[src/rtl/mpmc11_pkg.sv]
// mpmc11_pkg
// Shared types and constants for the MPMC11 port-side read request logic.
//   rdreq_state_t : read-request FSM state encoding (IDLE, REQ, WAIT_LOW, ERR)
//   MPMC11_PORTW  : width of the port-number field driven to the controller
package mpmc11_pkg;

    localparam int MPMC11_PORTW = 4;

    typedef enum logic [1:0] {
        IDLE     = 2'd0,
        REQ      = 2'd1,
        WAIT_LOW = 2'd2,
        ERR      = 2'd3
    } rdreq_state_t;

endpackage

[src/rtl/mpmc11_port_rdreq_if.sv]
// mpmc11_port_rdreq_if
// Bundles the client-side request, the controller-side request/ack handshake
// and the completion status of one MPMC11 read port.
//   cpu_req, cpu_adr[31:0] : client read request and address
//   req_o, adr_o[31:0]     : request level and held address to the controller
//   port_o[3:0]            : port number accompanying the request
//   ack_i                  : ack level from the memory-clock domain (async)
//   done_o, err_o          : completion / timeout pulses
//   busy_o                 : port is handling a request
// Modports: slave = the request block, master = the client/controller side.
interface mpmc11_port_rdreq_if;
    import mpmc11_pkg::*;

    logic                    cpu_req;
    logic [31:0]             cpu_adr;
    logic                    req_o;
    logic [31:0]             adr_o;
    logic [MPMC11_PORTW-1:0] port_o;
    logic                    ack_i;
    logic                    done_o;
    logic                    err_o;
    logic                    busy_o;

    modport slave (
        input  cpu_req, cpu_adr, ack_i,
        output req_o, adr_o, port_o, done_o, err_o, busy_o
    );

    modport master (
        output cpu_req, cpu_adr, ack_i,
        input  req_o, adr_o, port_o, done_o, err_o, busy_o
    );

endinterface

[src/rtl/mpmc11_sync2.sv]
// mpmc11_sync2
// Generic two-flop synchronizer for bringing level signals into the clk domain.
//   rst : synchronous active-high reset (both stages cleared)
//   clk : destination clock
//   d   : asynchronous input, WIDTH bits
//   q   : synchronized output, WIDTH bits, two clk cycles behind d
module mpmc11_sync2 #(
    parameter int WIDTH = 1
) (
    input  logic             rst,
    input  logic             clk,
    input  logic [WIDTH-1:0] d,
    output logic [WIDTH-1:0] q
);

    logic [WIDTH-1:0] meta_d, meta_q;
    logic [WIDTH-1:0] sync_d, sync_q;

    always_comb begin
        meta_d = d;
        sync_d = meta_q;
    end

    always_ff @(posedge clk) begin
        if (rst) begin
            meta_q <= '0;
            sync_q <= '0;
        end else begin
            meta_q <= meta_d;
            sync_q <= sync_d;
        end
    end

    assign q = sync_q;

endmodule

[src/rtl/mpmc11_port_rdreq.sv]
// mpmc11_port_rdreq
// Port-side read request block: captures a client read, holds req_o/adr_o
// toward the memory controller until the (synchronized) ack rises, then
// pulses done_o and waits for the ack level to drop before accepting more.
//   rst, clk : synchronous active-high reset, single clock
//   bus      : mpmc11_port_rdreq_if.slave (cpu_req/cpu_adr in, req_o/adr_o/
//              port_o/done_o/err_o/busy_o out, ack_i async in)
// Parameters: PORT_NUM (driven on port_o), TIMEOUT (ack wait limit, cycles).
// Build option: define MPMC11_RDREQ_TIMEOUT_EN to build the timeout counter
// and ERR path; without it err_o is 0 and REQ waits indefinitely.
module mpmc11_port_rdreq
    import mpmc11_pkg::*;
#(
    parameter logic [MPMC11_PORTW-1:0] PORT_NUM = 4'd0,
    parameter int                      TIMEOUT  = 1023
) (
    input logic                 rst,
    input logic                 clk,
    mpmc11_port_rdreq_if.slave  bus
);

    localparam logic [1:0] ST_IDLE     = 2'(IDLE);
    localparam logic [1:0] ST_REQ      = 2'(REQ);
    localparam logic [1:0] ST_WAIT_LOW = 2'(WAIT_LOW);
    localparam logic [1:0] ST_ERR      = 2'(ERR);

    logic        acks;
    logic        ack_rise;
    logic        ack_dly_d, ack_dly_q;
    logic [1:0]  state_d, state_q;
    logic        req_d, req_q;
    logic [31:0] adr_d, adr_q;
    logic        done_d, done_q;

    mpmc11_sync2 #(.WIDTH(1)) u_ack_sync (
        .rst (rst),
        .clk (clk),
        .d   (bus.ack_i),
        .q   (acks)
    );

    assign ack_rise = acks & ~ack_dly_q;

`ifdef MPMC11_RDREQ_TIMEOUT_EN
    localparam int             CNT_W   = $clog2(TIMEOUT + 1);
    localparam logic [CNT_W-1:0] CNT_MAX = CNT_W'(TIMEOUT);

    logic [CNT_W-1:0] cnt_d, cnt_q;
    logic             err_d, err_q;
`endif

    always_comb begin
        state_d   = state_q;
        req_d     = req_q;
        adr_d     = adr_q;
        done_d    = 1'b0;
        ack_dly_d = acks;
`ifdef MPMC11_RDREQ_TIMEOUT_EN
        cnt_d     = cnt_q;
        err_d     = 1'b0;
`endif
        case (state_q)
            ST_IDLE: begin
                // A still-high ack belongs to an earlier transaction; hold off
                // until it drops so it cannot complete the new request.
                if (bus.cpu_req && !acks) begin
                    adr_d   = bus.cpu_adr;
                    req_d   = 1'b1;
                    state_d = ST_REQ;
`ifdef MPMC11_RDREQ_TIMEOUT_EN
                    cnt_d   = '0;
`endif
                end
            end
            ST_REQ: begin
                // Ack is checked first so it wins a tie with the timeout.
                if (ack_rise) begin
                    req_d   = 1'b0;
                    done_d  = 1'b1;
                    state_d = ST_WAIT_LOW;
                end
`ifdef MPMC11_RDREQ_TIMEOUT_EN
                else if (cnt_q == CNT_MAX) begin
                    req_d   = 1'b0;
                    err_d   = 1'b1;
                    state_d = ST_ERR;
                end else begin
                    // Below CNT_MAX here, so the increment cannot wrap.
                    cnt_d = cnt_q + 1'b1;
                end
`endif
            end
            ST_ERR: begin
                // Park in WAIT_LOW so a late ack is swallowed silently.
                state_d = ST_WAIT_LOW;
            end
            ST_WAIT_LOW: begin
                if (!acks) begin
                    state_d = ST_IDLE;
                end
            end
            default: begin
                state_d = ST_IDLE;
            end
        endcase
    end

    always_ff @(posedge clk) begin
        if (rst) begin
            state_q   <= ST_IDLE;
            req_q     <= 1'b0;
            adr_q     <= '0;
            done_q    <= 1'b0;
            ack_dly_q <= 1'b0;
`ifdef MPMC11_RDREQ_TIMEOUT_EN
            cnt_q     <= '0;
            err_q     <= 1'b0;
`endif
        end else begin
            state_q   <= state_d;
            req_q     <= req_d;
            adr_q     <= adr_d;
            done_q    <= done_d;
            ack_dly_q <= ack_dly_d;
`ifdef MPMC11_RDREQ_TIMEOUT_EN
            cnt_q     <= cnt_d;
            err_q     <= err_d;
`endif
        end
    end

    assign bus.req_o  = req_q;
    assign bus.adr_o  = adr_q;
    assign bus.port_o = PORT_NUM;
    assign bus.done_o = done_q;
    assign bus.busy_o = (state_q != ST_IDLE);
`ifdef MPMC11_RDREQ_TIMEOUT_EN
    assign bus.err_o  = err_q;
`else
    assign bus.err_o  = 1'b0;
`endif

endmodule

[src/flat_wrapper.sv]
// flat-port wrapper written by rule: the top's interface ports become plain ports
module mpmc11_port_rdreq_flat import mpmc11_pkg::*;
#(
    parameter logic [MPMC11_PORTW-1:0] PORT_NUM = 4'd0,
    parameter int                      TIMEOUT  = 1023
)
  (rst, clk, bus_cpu_req, bus_cpu_adr, bus_ack_i, bus_req_o, bus_adr_o, bus_port_o, bus_done_o, bus_err_o, bus_busy_o);
  mpmc11_port_rdreq_if bus_i ();
  input logic rst;
  input logic clk;
  input wire logic [$bits(bus_i.cpu_req)-1:0] bus_cpu_req;
  input wire logic [$bits(bus_i.cpu_adr)-1:0] bus_cpu_adr;
  input wire logic [$bits(bus_i.ack_i)-1:0] bus_ack_i;
  output wire logic [$bits(bus_i.req_o)-1:0] bus_req_o;
  output wire logic [$bits(bus_i.adr_o)-1:0] bus_adr_o;
  output wire logic [$bits(bus_i.port_o)-1:0] bus_port_o;
  output wire logic [$bits(bus_i.done_o)-1:0] bus_done_o;
  output wire logic [$bits(bus_i.err_o)-1:0] bus_err_o;
  output wire logic [$bits(bus_i.busy_o)-1:0] bus_busy_o;
  assign bus_i.cpu_req = bus_cpu_req;
  assign bus_i.cpu_adr = bus_cpu_adr;
  assign bus_i.ack_i = bus_ack_i;
  assign bus_req_o = bus_i.req_o;
  assign bus_adr_o = bus_i.adr_o;
  assign bus_port_o = bus_i.port_o;
  assign bus_done_o = bus_i.done_o;
  assign bus_err_o = bus_i.err_o;
  assign bus_busy_o = bus_i.busy_o;
  mpmc11_port_rdreq #(.PORT_NUM(PORT_NUM), .TIMEOUT(TIMEOUT)) u_core (.rst(rst), .clk(clk), .bus(bus_i));
endmodule
[config.mk]
export PLATFORM = sky130hd
export DESIGN_NAME = mpmc11_port_rdreq_flat
export DESIGN_NICKNAME = d
export VERILOG_FILES = /design/src/rtl/mpmc11_pkg.sv /design/src/rtl/mpmc11_port_rdreq_if.sv /design/src/rtl/mpmc11_sync2.sv /design/src/rtl/mpmc11_port_rdreq.sv /design/src/flat_wrapper.sv
export SDC_FILE = /design/constraint.sdc
export NUM_CORES = 1
export LEC_CHECK = 0
export CORE_ASPECT_RATIO = 0.6
export CORE_UTILIZATION = 35
export DETAILED_ROUTE_END_ITERATION = 10
export PLACE_DENSITY = 0.69
export SETUP_SLACK_MARGIN = 0.4
export SLEW_MARGIN = 10
export SYNTH_ARGS = -nofsm -noshare
export SYNTH_HDL_FRONTEND = slang
export SYNTH_HIERARCHICAL = 1
export SYNTH_SLANG_ARGS = --single-unit
export TNS_END_PERCENT = 100
[constraint.sdc]
create_clock -name clk -period 1.8 [get_ports clk]
set_input_delay 0.27 -clock clk [delete_from_list [all_inputs] [get_ports clk]]
set_output_delay 0.27 -clock clk [all_outputs]
set_load 0.05 [all_outputs]
=== Word level (Yosys, flattened, before mapping) ===
Index checks and enable logic that the tools add are counted.

* Memories kept: 0
* Bits in read-only memories: 0
* Bits in latches: 0
* Bits in writable memories: 0
* Word-level logic and storage cells: 33
* Register bits after elaboration: 39
* Input bits: 36

* $lt $le $gt $ge: 0
* Shift operators: 0
* Eq/ne operators: 6
* Mux-type cells: 8
* Reductions and logical operators: 9
* Div/mod/pow operators: 0
* Bitwise logic cells: 3
* $mul: 0
* Add/subtract/negate cells: 0

{| class="wikitable"
|+ Operator list
! kind !! number
|-
| 2-bit case mux with 4 select lines || 1
|-
| 2-bit two-way mux || 3
|-
| 3-bit AND reduction || 2
|-
| 2-bit == test (second input constant) || 2
|-
| 2-bit by 1-bit != test with 1-bit output (second input constant) || 2
|-
| 2-bit nonzero test || 2
|-
| 1-bit two-way mux || 3
|-
| 2-bit by 1-bit == test with 1-bit output (second input constant) || 1
|-
| 2-bit zero test || 1
|-
| 2-bit != test (second input constant) || 1
|-
| 1-bit inverter || 2
|-
| 1-bit case mux with 2 select lines || 1
|-
| 2-bit AND reduction || 1
|-
| 2-bit OR reduction || 1
|-
| 1-bit bitwise AND || 1
|-
| 1-bit logical AND || 1
|-
| 1-bit zero test || 1
|}

=== Depth between registers and ports, before layout ===
Gate-level depths: netlist (run 1).

* Depth after elaboration: 4
* Mapped depth: 5
* Depth with buffers taken out: 3

=== By module ===
The synthesis (run 1) kept the hierarchy.

{| class="wikitable"
|+ Modules (own cells, without submodules)
! module !! area an instance (um^2) !! cells each !! times used !! seq. area each (um^2)
|-
| mpmc11_port_rdreq || 1355.0 || 166 || 1 || 740.7
|-
| mpmc11_sync2 || 52.6 || 4 || 1 || 40.0
|}

=== Worst setup path before layout (run 1) ===
Ideal clock, no wire load.

* Path kind: register to register
* Start point: register u_core.state_q[1]
* End point: register u_core.adr_q[0], in the netlist u_core/bus.adr_o[0]
* Period minus slack after synthesis: 1.380 ns
* Data arrival time: 1.247 ns
* Stages on the path, launching flop included: 6
* Path buffers: 2
* Setup slack: 0.420 ns
* Required time: 1.668 ns
* Setup time: 0.132 ns
* Cell sequence: dfxtp_1 -> or4b_1 -> buf_2 -> buf_6 -> nand2_1 -> a21oi_1

* Longest elaborated chain between the ends: 2

{| class="wikitable"
|+ RTL lines
! element !! line !! source
|-
| start: declaration || mpmc11_port_rdreq.sv:30 || <nowiki>logic [1:0] state_d, state_q;</nowiki>
|-
| start signal: assignment || mpmc11_port_rdreq.sv:120 || <nowiki>state_q <= state_d;</nowiki>
|-
| 2-bit zero test || mpmc11_port_rdreq.sv:62 || <nowiki>case (state_q)</nowiki>
|-
| 2-bit AND reduction (no line) || n/a ||
|-
| end signal: assignment || mpmc11_port_rdreq.sv:122 || <nowiki>adr_q <= adr_d;</nowiki>
|-
| end: declaration || mpmc11_port_rdreq.sv:32 || <nowiki>logic [31:0] adr_d, adr_q;</nowiki>
|}

Every way passes these cells.
A chain may end at the register's enable or synchronous reset.

=== Final worst setup path (run 1) ===
* Start point: register u_core.state_q[1]
* End point: output port bus_busy_o

* Longest elaborated chain between the ends: 1

{| class="wikitable"
|+ RTL lines
! element !! line !! source
|-
| 2-bit nonzero test || mpmc11_port_rdreq.sv:136 || <nowiki>assign bus.busy_o = (state_q != ST_IDLE);</nowiki>
|-
| end: declaration || flat_wrapper.sv:19 || <nowiki>output wire logic [$bits(bus_i.busy_o)-1:0] bus_busy_o;</nowiki>
|}

Every way passes these cells.

==> flow_metrics.py, run 1 <==
metrics = {
    "route": {
        "wire_per_inst_um": 11.5,
        "routed-wl-met2_mm": 1.34,
        "route.top_layer_used": "met4",
        "routed_via_density": 4.54,
        "detailroute.wirelength.met3_um": 428,
        "route.vias.total": 1318,
        "wirelength_mm": 3.35,
        "drt.antenna.violating_nets": 0,
        "drt-initial-drc-count": 58,
        "drt-met1-wl_mm": 1.56,
        "drt_drc_violations_left": 10,
        "firstDrtPassIters": 7,
    },
    "setup_path": {
        "r2r_end": "u_core/bus.adr_o[26]$_SDFFE_PP0P_",
        "critPathKind": "register to output port",
        "critical_path_arrival_ns": 1.10,
        "cp.required_ns": 1.53,
        "critical_path_peak_fanout": 4,
        "start_kind": "register",
        "worst_r2r_path_depth": 4,
        "worst_setup_path_startpoint": "u_core/state_q[1]$_SDFFE_PP0P_",
        "timing.critical_path.to": "bus_busy_o",
        "reg2reg_from": "u_core/state_q[0]$_SDFFE_PP0P_",
        "timing.reg2reg.setup_slack_ns": 0.44,
        "cp-end-kind": "output port",
    },
    "timing": {
        "rsz0062_at_grt": "yes",
        "finalSetupTns_ns": 0,
        "min_period_ns": 1.37,
        "postLayoutSetupSlackWorst_ns": 0.428,
        "clock.fmax_ghz": 0.729,
        "final_max_slew_viol_count": 0,
        "clock_skew_ns": 0.00193,
        "final_min_period_over_clock_period_pct": 76.2,
        "timing.final.hold_violations": 0,
        "finalSetupViolCount": 0,
    },
    "die": {
        "floorplan.rows": 17,
        "initial_utilization_pct": 37.4,
        "core_area_um2": 3760,
        "num_io_pins": 76,
        "fp.dieArea_um2": 4290,
        "chipHeight_um": 51.1,
        "chipWidth_um": 83.9,
    },
    "layout": {
        "final.fill_count": 353,
        "fin_nets": 278,
        "layout.cells.most_common": "sky130_fd_sc_hd__nand2_1",
        "antenna_cells_inserted": 0,
        "mostFrequentLayoutCells": "sky130_fd_sc_hd__nand2_1 (64), sky130_fd_sc_hd__dfxtp_1 (36), sky130_fd_sc_hd__a21oi_1 (35)",
        "flow.area_growth_from_synthesis_pct": 55.1,
        "final_layout_size_suffix_gt1_share_pct": 21.8,
    },
    "cts": {
        "later_pin_clock_latency_in_the_skew_report_ns": 0.28,
        "clk_root_buffer_cell": "sky130_fd_sc_hd__clkbuf_8",
        "cts_inserted_buffers": 5,
        "path_clk_slew_ns": 0.07,
        "ctsHtreeMaxLevel": 2,
        "tritoncts": "done",
        "ctsHoldBuffers": 0,
        "cts_num_sinks": 39,
        "ctsLongestPathBuffers": 2,
    },
    "synthesis": {
        "yosysWarnings": 6,
        "postSynthCellCount": 170,
        "average_cell_area_after_synthesis_um2": 8.28,
        "post-synth-top-area-cell": "sky130_fd_sc_hd__dfxtp_1",
        "cell_area_after_synthesis_um2": 1410,
        "yosys_register_bits": 39,
        "synth_top_cell_area_share_pct": 55.5,
        "synth_top_cells_by_area": "sky130_fd_sc_hd__dfxtp_1 (55%), sky130_fd_sc_hd__nand2_1 (17%), sky130_fd_sc_hd__a21oi_1 (12%), sky130_fd_sc_hd__buf_4 (2.7%), sky130_fd_sc_hd__buf_6 (2.4%)",
        "post_synthesis_sequential_area_ratio_pct": 55.5,
        "yosysUniqueCellTypes": 18,
    },
    "grt": {
        "grt_start_max_net_pins": 40,
        "gr-total-overflow": 0,
        "grt_first_pass_wirelength_mm": 5.42,
        "vias_in_the_first_global_route": 1181,
        "grt_util_all_layers_pct": 16.2,
        "initial_antenna_violation_count": 0,
    },
    "run": {
        "drv_cap": 0,
    },
    "place": {
        "pre_cts_ws_ns": 0.0581,
        "i_o_buffers": 70,
        "place_hpwl_mm": 2.32,
        "routability_driven_placement_congestion_ratio": 0.698,
    },
    "hold_path": {
        "min_path_type": "register to register",
    },
    "run_status": {
        "failed_checks": "design-rule violations",
        "status": "finished, violations left",
    },
    "power_and_ir_drop": {
        "pwr_density_cell_nw_per_um2": 903,
        "p_leak_nw": 0.883,
        "worst_ir_drop_vdd_mv": 0.489,
    },
}
[synthesized netlist by cell type, drive strengths merged]
library cell  count
nor2b             4
or2               1
conb              1
a211oi            1
buf              12
nand2            64
inv               1
nand3b            1
nor3              2
dfxtp            39
nor4b             1
a21oi            35
nand2b            1
or4b              1
clkbuf            4
o21ai             2
[area by class of cell]
class | instances | area, um^2 | area share [%]
well taps | 47 | 58.8 | 2.69
clock inverters | 1 | 5.00 | 0.229
repair buffers | 77 | 706 | 32.3
inverters | 1 | 3.75 | 0.172
multi-input cells | 118 | 547 | 25.0
clock buffers | 7 | 76.3 | 3.50
flip-flops and latches | 39 | 787 | 36.0
[routing by layer]
| metal | track usage (%) | up-vias |
|---|---|---|
| met4 | 4.31 | 0 |
| met3 | 9.05 | 5 |
| li1 | - | 680 |
| met1 | 21.0 | 579 |
| met2 | 23.1 | 54 |
| met5 | 0 | - |
[worst min-delay path by stage]
stage	slack, ns	from	end	cells after the start
floorplan	0.34	rst	u_core/u_ack_sync/meta_q$_SDFF_PP0_	1
global placement	0.42	u_core/u_ack_sync/meta_q$_SDFF_PP0_	u_core/u_ack_sync/q$_SDFF_PP0_	1
detailed placement	0.43	u_core/u_ack_sync/meta_q$_SDFF_PP0_	u_core/u_ack_sync/q$_SDFF_PP0_	1
CTS	0.44	u_core/u_ack_sync/meta_q$_SDFF_PP0_	u_core/u_ack_sync/q$_SDFF_PP0_	1
global route	0.46	u_core/u_ack_sync/meta_q$_SDFF_PP0_	u_core/u_ack_sync/q$_SDFF_PP0_	1
finish	0.44	u_core/u_ack_sync/meta_q$_SDFF_PP0_	u_core/u_ack_sync/q$_SDFF_PP0_	1
[flip-flops by register name, indices dropped and copies added (netlist names)]
| register | cells |
|---|---|
| u_core/state_q | 2 |
| u_core/ack_dly_q | 1 |
| u_core/bus.done_o | 1 |
| u_core/u_ack_sync/q | 1 |
| u_core/bus.adr_o | 32 |
| u_core/u_ack_sync/meta_q | 1 |
| u_core/bus.req_o | 1 |
[per-stage QoR]
stage	utilization (%)	instances	hold WS, ns	power (mW)	area (um^2)
5_1_grt	58.0	290	0.456	2.08	2180
3_3_place_gp	56.5	281	0.420	1.46	2130
3_5_place_dp	56.5	281	0.433	1.46	2130
4_1_cts	59.9	290	0.443	2.01	2250
6_report	58.0	290	0.439	1.97	2180
2_1_floorplan	-	174	0.342	1.27	1420
[power by group]
group          total [mW]  switching (mW)  leakage, nW  internal, mW
clock network       0.543           0.271       0.0422         0.272
logic               0.483           0.306        0.520         0.177
registers           0.945          0.0302        0.321         0.915
total                1.97           0.607        0.883          1.36
[critical path: stages (launching register included)]
cell                      delay [ns]
sky130_fd_sc_hd__dfxtp_2        0.32
sky130_fd_sc_hd__buf_6          0.12
sky130_fd_sc_hd__or2_4          0.23
sky130_fd_sc_hd__buf_8          0.15
[cells by family (layout without fill, tap and decap cells)]
logic type             Yosys count  in the layout  share of synthesized area, %
and+or+nand+nor                 75             75                          22.8
DFF                             39             39                          55.5
AOI/OAI and AO/OA               38             38                          13.7
buffers and inverters           17             86                          7.82
other                            1              5                         0.266
[timing repair]
item,CTS,global route
setup buffers,1,0
gates resized for setup,77,23
pin swaps,1,0
endpoints found under the setup margin,62,35
hold endpoints to repair,0,0
(Power assumes the default switching activity.)
==> run 2: changes to the inputs <==
==> constraint.sdc (replaced) <==
create_clock -name clk -period 1.45 [get_ports clk]
set_input_delay 0.2175 -clock clk [delete_from_list [all_inputs] [get_ports clk]]
set_output_delay 0.2175 -clock clk [all_outputs]
set_load 0.05 [all_outputs]
==> run 2 against run 1 <==
Largest power group unchanged; largest cell class is now non-clock buffers; via count grew 4.1%; critical path depth stayed put; highest routed layer unchanged; critical endpoint unchanged; count of clock-buffer cells in the layout down 1; clock power grew 20%; clock skew is 0.0011 ns higher; power up 29%; the run still ends with design-rule violations left.
==> flow_metrics.py, run 2 (synthesis results as in run 1) <==
metrics = {
    "die": {
        "initial_utilization_pct": 37.4,
        "fp.dieArea_um2": 4290,
        "chipHeight_um": 51.1,
        "floorplan.rows": 17,
        "core_area_um2": 3760,
        "chipWidth_um": 83.9,
        "num_io_pins": 76,
    },
    "cts": {
        "tritoncts": "done",
        "ctsLongestPathBuffers": 2,
        "clk_root_buffer_cell": "sky130_fd_sc_hd__clkbuf_8",
        "ctsHoldBuffers": 0,
        "cts_num_sinks": 39,
        "later_pin_clock_latency_in_the_skew_report_ns": 0.28,
        "cts_inserted_buffers": 5,
        "ctsHtreeMaxLevel": 2,
        "path_clk_slew_ns": 0.07,
    },
    "power_and_ir_drop": {
        "p_switching_uw": 771,
        "power_switching_share_pct": 30.4,
        "power.internal_mw": 1.76,
        "clock_power_share_pct": 25.6,
        "p_leak_nw": 0.992,
        "worst_ir_drop_vdd_mv": 0.484,
        "power.combinational.fraction_pct": 27.6,
        "power.sequential.fraction_pct": 46.8,
        "pwr_density_cell_nw_per_um2": 1050,
    },
    "timing": {
        "min_period_ns": 1.34,
        "clock_skew_ns": 0.00300,
        "final_min_period_over_clock_period_pct": 92.4,
        "fin_hold_ws_ns": 0.446,
        "final_max_slew_viol_count": 0,
        "rsz0062_at_grt": "yes",
        "finalSetupViolCount": 0,
        "clock.fmax_ghz": 0.746,
        "timing.final.hold_violations": 0,
    },
    "setup_path": {
        "critical_path_peak_fanout": 4,
        "timing.reg2reg.setup_slack_ns": 0.14,
        "cp.required_ns": 1.23,
        "critical_path_arrival_ns": 1.12,
        "worst_r2r_path_depth": 4,
        "reg2reg_from": "u_core/u_ack_sync/q$_SDFF_PP0_",
        "cp-end-kind": "output port",
        "max_stage_delay_ns": 0.33,
        "crit_path_top_delay_cell": "sky130_fd_sc_hd__dfxtp_2",
        "crit_path_cell_trace": "buf_6 > or2_4 > buf_12",
        "r2r_end": "u_core/bus.adr_o[4]$_SDFFE_PP0P_",
        "start_kind": "register",
        "critPathKind": "register to output port",
    },
    "run_status": {
        "failed_checks": "design-rule violations",
        "status": "finished, violations left",
    },
    "hold_path": {
        "min_from": "u_core/u_ack_sync/meta_q$_SDFF_PP0_",
        "min_delay_worst_endpoint": "u_core/u_ack_sync/q$_SDFF_PP0_",
        "min_delay_path_depth": 1,
        "min_path_type": "register to register",
    },
    "layout": {
        "ff_latch_area_um2": 802,
        "flow.area_growth_from_synthesis_pct": 71.5,
        "mostFrequentLayoutCells": "sky130_fd_sc_hd__nand2_1 (64), sky130_fd_sc_hd__buf_6 (37), sky130_fd_sc_hd__clkdlybuf4s50_1 (35)",
        "antenna_cells_inserted": 0,
        "total_area_of_multi_input_combinational_cells_um2": 567,
        "layout.cells.most_common": "sky130_fd_sc_hd__nand2_1",
        "final_layout_size_suffix_gt1_share_pct": 31.7,
        "layout.core_utilization_pct": 64.1,
        "final.fill_count": 340,
        "largest_register_ff_count": 32,
        "fin_nets": 286,
    },
    "route": {
        "firstDrtPassIters": 9,
        "drt_drc_violations_left": 8,
        "routed_via_density": 4.64,
        "drt.antenna.violating_nets": 0,
        "route.vias.total": 1372,
        "wirelength_mm": 3.66,
        "drt-initial-drc-count": 35,
        "wire_per_inst_um": 12.4,
    },
    "run": {
        "drv_cap": 0,
    },
    "place": {
        "i_o_buffers": 70,
        "place_hpwl_mm": 2.39,
        "routability_driven_placement_congestion_ratio": 0.726,
    },
    "grt": {
        "initial_antenna_violation_count": 0,
        "gr-total-overflow": 0,
        "grt_start_max_net_pins": 40,
        "grt_first_pass_wirelength_mm": 5.74,
        "grt_util_all_layers_pct": 17.4,
        "vias_in_the_first_global_route": 1295,
    },
}
## run 2: changes by cell type in the layout (fill, tap and decap cells not counted), moves of 2 or more
cell	previous run	this run
sky130_fd_sc_hd__dfxtp_2	2	17
sky130_fd_sc_hd__clkdlybuf4s15_2	11	0
sky130_fd_sc_hd__dfxtp_1	36	22
sky130_fd_sc_hd__a21oi_2	0	2
sky130_fd_sc_hd__buf_6	2	37
sky130_fd_sc_hd__clkbuf_2	17	0
sky130_fd_sc_hd__a21oi_1	35	33
## run 2: stage by stage
step	instance area (um^2)	TNS, ns	power [mW]	std cells	setup WS [ns]
6_report	2410	0	2.53	296	0.110
5_1_grt	2410	0	2.65	296	0.0637
3_3_place_gp	2100	-5.24	1.81	285	-0.174
2_1_floorplan	1430	0	1.59	174	0.0917
4_1_cts	2250	0	2.49	292	0.0936
3_5_place_dp	2100	-5.75	1.82	285	-0.200
## run 2: power by group through the flow
stage	Combinational (mW)	Clock (mW)	Sequential, mW
finish	0.698	0.649	1.19
global route	0.741	0.716	1.19
CTS	0.647	0.667	1.18
detailed placement	0.624	0	1.19
global placement	0.619	0	1.19
floorplan	0.193	0	1.39
## run 2: repair_timing
item	in CTS	in global routing
endpoints found under the setup margin	43	64
buffers inserted	1	3
gates resized for setup	20	45
gates cloned	0	1
pin swaps	1	2
## run 2: how the worst max path moves through the flow
| stage | start | to | slack (ns) |
|---|---|---|---|
| global placement | bus_cpu_req | u_core/bus.adr_o[26]$_SDFFE_PP0P_ | -0.17 |
| floorplan | u_core/u_ack_sync/q$_SDFF_PP0_ | u_core/bus.adr_o[0]$_SDFFE_PP0P_ | 0.09 |
| finish | u_core/state_q[1]$_SDFFE_PP0P_ | bus_busy_o | 0.11 |
| CTS | u_core/state_q[0]$_SDFFE_PP0P_ | bus_busy_o | 0.09 |
| global route | u_core/state_q[1]$_SDFFE_PP0P_ | bus_busy_o | 0.06 |
| detailed placement | bus_cpu_req | u_core/bus.adr_o[4]$_SDFFE_PP0P_ | -0.20 |
## run 2: per-layer routing
metal | share of wire [%] | track usage [%] | up-vias
li1 | - | - | 694
met1 | 49 | 21.8 | 622
met2 | 43 | 28.4 | 51
met3 | 6.9 | 5.98 | 5
met4 | 0.85 | 6.03 | 0
met5 | 0 | 0 | -
## run 2: area by class of cell
class                      instances  share of cell area (%)
timing repair buffer              85                    37.7
sequential                        39                    33.2
multi-input combinational        118                    23.5
tap                               47                    2.44
inverter                           1                   0.156
clock buffer                       6                    3.01
## run 2: worst max-delay path: cells and delay by family, from the launching register on
kind                   cells  cell delay (ns)
buffers and inverters      2             0.27
DFF                        1             0.33
and+or+nand+nor            1             0.25
==> run 3: changes to the inputs <==
--- a/config.mk
+++ b/config.mk
@@ -5,6 +5,7 @@
 export SDC_FILE = /design/constraint.sdc
 export NUM_CORES = 1
 export LEC_CHECK = 0
+export ABC_CLOCK_PERIOD_IN_PS = 1450
 export CORE_ASPECT_RATIO = 0.6
 export CORE_UTILIZATION = 35
 export DETAILED_ROUTE_END_ITERATION = 10
==> results of run 3 <==
The final DEF is identical to that of run 2; final timing and power are the same.
==> variant, RTL diff (flow settings as in run 3) <==
The option `MPMC11_RDREQ_TIMEOUT_EN` is turned on by a define.
--- a/src/rtl/mpmc11_port_rdreq.sv
+++ b/src/rtl/mpmc11_port_rdreq.sv
@@ -10,2 +10,4 @@
 // and ERR path; without it err_o is 0 and REQ waits indefinitely.
+`define MPMC11_RDREQ_TIMEOUT_EN
+
 module mpmc11_port_rdreq
Formal check against the unedited RTL: no difference found for any inputs over 10 cycles, from zero or initial values and one cycle with rst high; that may be too few to reach the edited logic, so the function may still have changed.
==> variant against run 3 <==
The flow finishes with violations (setup timing); design area is 48% higher; critical path type is now reg -> reg; largest power group unchanged; largest cell class unchanged; sequential power is 29% higher; synthesized area is 42% higher; clock skew is 0.0037 ns higher; sequential cell count is 11 higher; wire length is 60% higher; power is 41% higher; global-route usage is 1.8 points higher; critical path depth is 2 higher; setup slack worse by 0.15 ns.
==> variant: results (changes against run 3) <==
Number of global-route vias before repair: 1763 (was 1295)
WL final: 5839 µm (was 3658 µm)
Largest net degree at the start of global routing: 21 (was 40)
Total leakage power: 0.001387 µW (was 0.0009922 µW)
Ys async rst share: 0 (unchanged)
Synth top cells by count: nand2_1, dfxtp_1, a21oi_1 (unchanged)
NetSw: 1091 µW (was 771.2 µW)
Layout cells sized above 1: 0.4319 (was 0.3173)
Worst-path fanout max: 17 (was 4)
Critical R2R Launch: u_core/state_q[0] (was u_core/u_ack_sync/q)
Top cells by area, synth: dfxtp_1, nand2_1, a21oi_1 (unchanged)
Count of input and output buffers: 71 (was 70)
Detailed placer's ending HPWL: 3871 µm (was 2386 µm)
Met3 WL: 543 µm (was 254 µm)
First DRT Iteration DRCs: 126 (was 35)
Peak supply drop: 0.4824 mV (was 0.4838 mV)
Post-CTS sizing: 72 (was 20)
Skew-Pair Late Insertion Delay: 0.31 ns (was 0.28 ns)
Distinct cells, synth: 35 (was 18)
Worst stage delay on the critical path: 0.41 ns (was 0.33 ns)
Worst Hold Class: in -> reg (was reg -> reg)
# H-tree levels: 2 (unchanged)
Hold path startpoint: rst (was u_core/u_ack_sync/meta_q)
GRT Total Usage: 0.1920 (was 0.1742)
Final net count: 381 (was 286)
Setup Fix Bufs, Post-CTS: 6 (was 1)
Worst hold slack: 0.2893 ns (was 0.4463 ns)
Pre-antenna DRT Iters: 4 (was 9)
Place WS: -0.2504 ns (was -0.2003 ns)
CTS buffer count: 5 (unchanged)
Post-DP Area: 0.003022 mm² (was 0.002101 mm²)
Fin worst setup slack: -0.04200 ns (was 0.1102 ns)
Setup-failing EPs final: 4 (was 0)
Clk pin slew, worst setup/hold paths: 0.09 ns (was 0.07 ns)
Failing checks: setup timing (was DRC)
Fillers: 426 (was 340)
Routability-driven placement congestion ratio: 0.8382 (was 0.7255)
Clock Skew: 0.006661 ns (was 0.003000 ns)
CP delay by family, top: simple AND/OR/NAND/NOR gates (was flip-flops)
Status: complete, but fails checks (unchanged)
Seq/Total Area, Yosys: 0.5019 (was 0.5547)
First-pass GRT wire length: 8804 µm (was 5740 µm)
Vias: 2087 (was 1372)
M1 WL: 2700 µm (was 1789 µm)
CP max-delay cell: or3b_4 (was dfxtp_2)
WP data arrival: 1.68 ns (was 1.12 ns)
Met2 Routed Length: 2538 µm (was 1583 µm)
==> variant: power by group through the flow <==
stage / Clock (µW) / Sequential (µW) / Combinational (µW)
after floorplan: 0 / 1760 / 291
after global placement: 0 / 1540 / 858
after detailed placement: 0 / 1550 / 864
after CTS: 1030 / 1530 / 937
after global routing: 1110 / 1550 / 1080
final: 995 / 1540 / 1030
==> variant: final timing paths <==
check | to | cells after the start
worst max-delay path | u_core/cnt_q[1] | 5
worst min-delay path | u_core/bus.adr_o[12] | 2
worst max register to register | u_core/cnt_q[1] | 5
worst min register to register | u_core/u_ack_sync/q | 1
==> variant: cell type report <==
cell class | instances | area (µm²) | area share
Timing Repair Buffer | 112 | 1309 | 0.3656
Sequential cell | 50 | 1066 | 0.2978
Multi-Input combinational cell | 175 | 996.0 | 0.2782
Tap cell | 77 | 96.34 | 0.02691
Clock buffer | 5 | 68.82 | 0.01922
Clock inverter | 3 | 43.79 | 0.01223
==> variant: worst register-to-register path, stage by stage (launching register included) <==
cell and delay [ns]:
dfxtp_4 0.37, or2_4 0.25, or3b_4 0.41, buf_12 0.17
o211ai_1 0.09, a21oi_1 0.09
==> variant: logic make-up (layout without fill, tap and decap cells) <==
logic type	after synthesis	count (layout)	share of synthesized area
simple gates	110	110	0.2792
compound gates	59	60	0.1600
flops	50	50	0.5019
buf+inv	19	120	0.05082
fa+ha+maj	1	1	0.006273
other cells	1	4	0.001880
==> variant: stage by stage <==
stage                     cells  total power [µW]  setup TNS [ns]
after global placement      397              2399          -5.688
after floorplan             243              2048          -2.730
after CTS                   413              3496        -0.02755
after global routing        422              3741         -0.9007
final                       422              3563        -0.06227
after detailed placement    397              2409          -6.906
==> variant: metal layers <==
layer,up-vias,global-route usage
met5,-,0
met2,91,0.2927
met1,957,0.2661
met4,0,0.06303
met3,7,0.05415
li1,1032,-
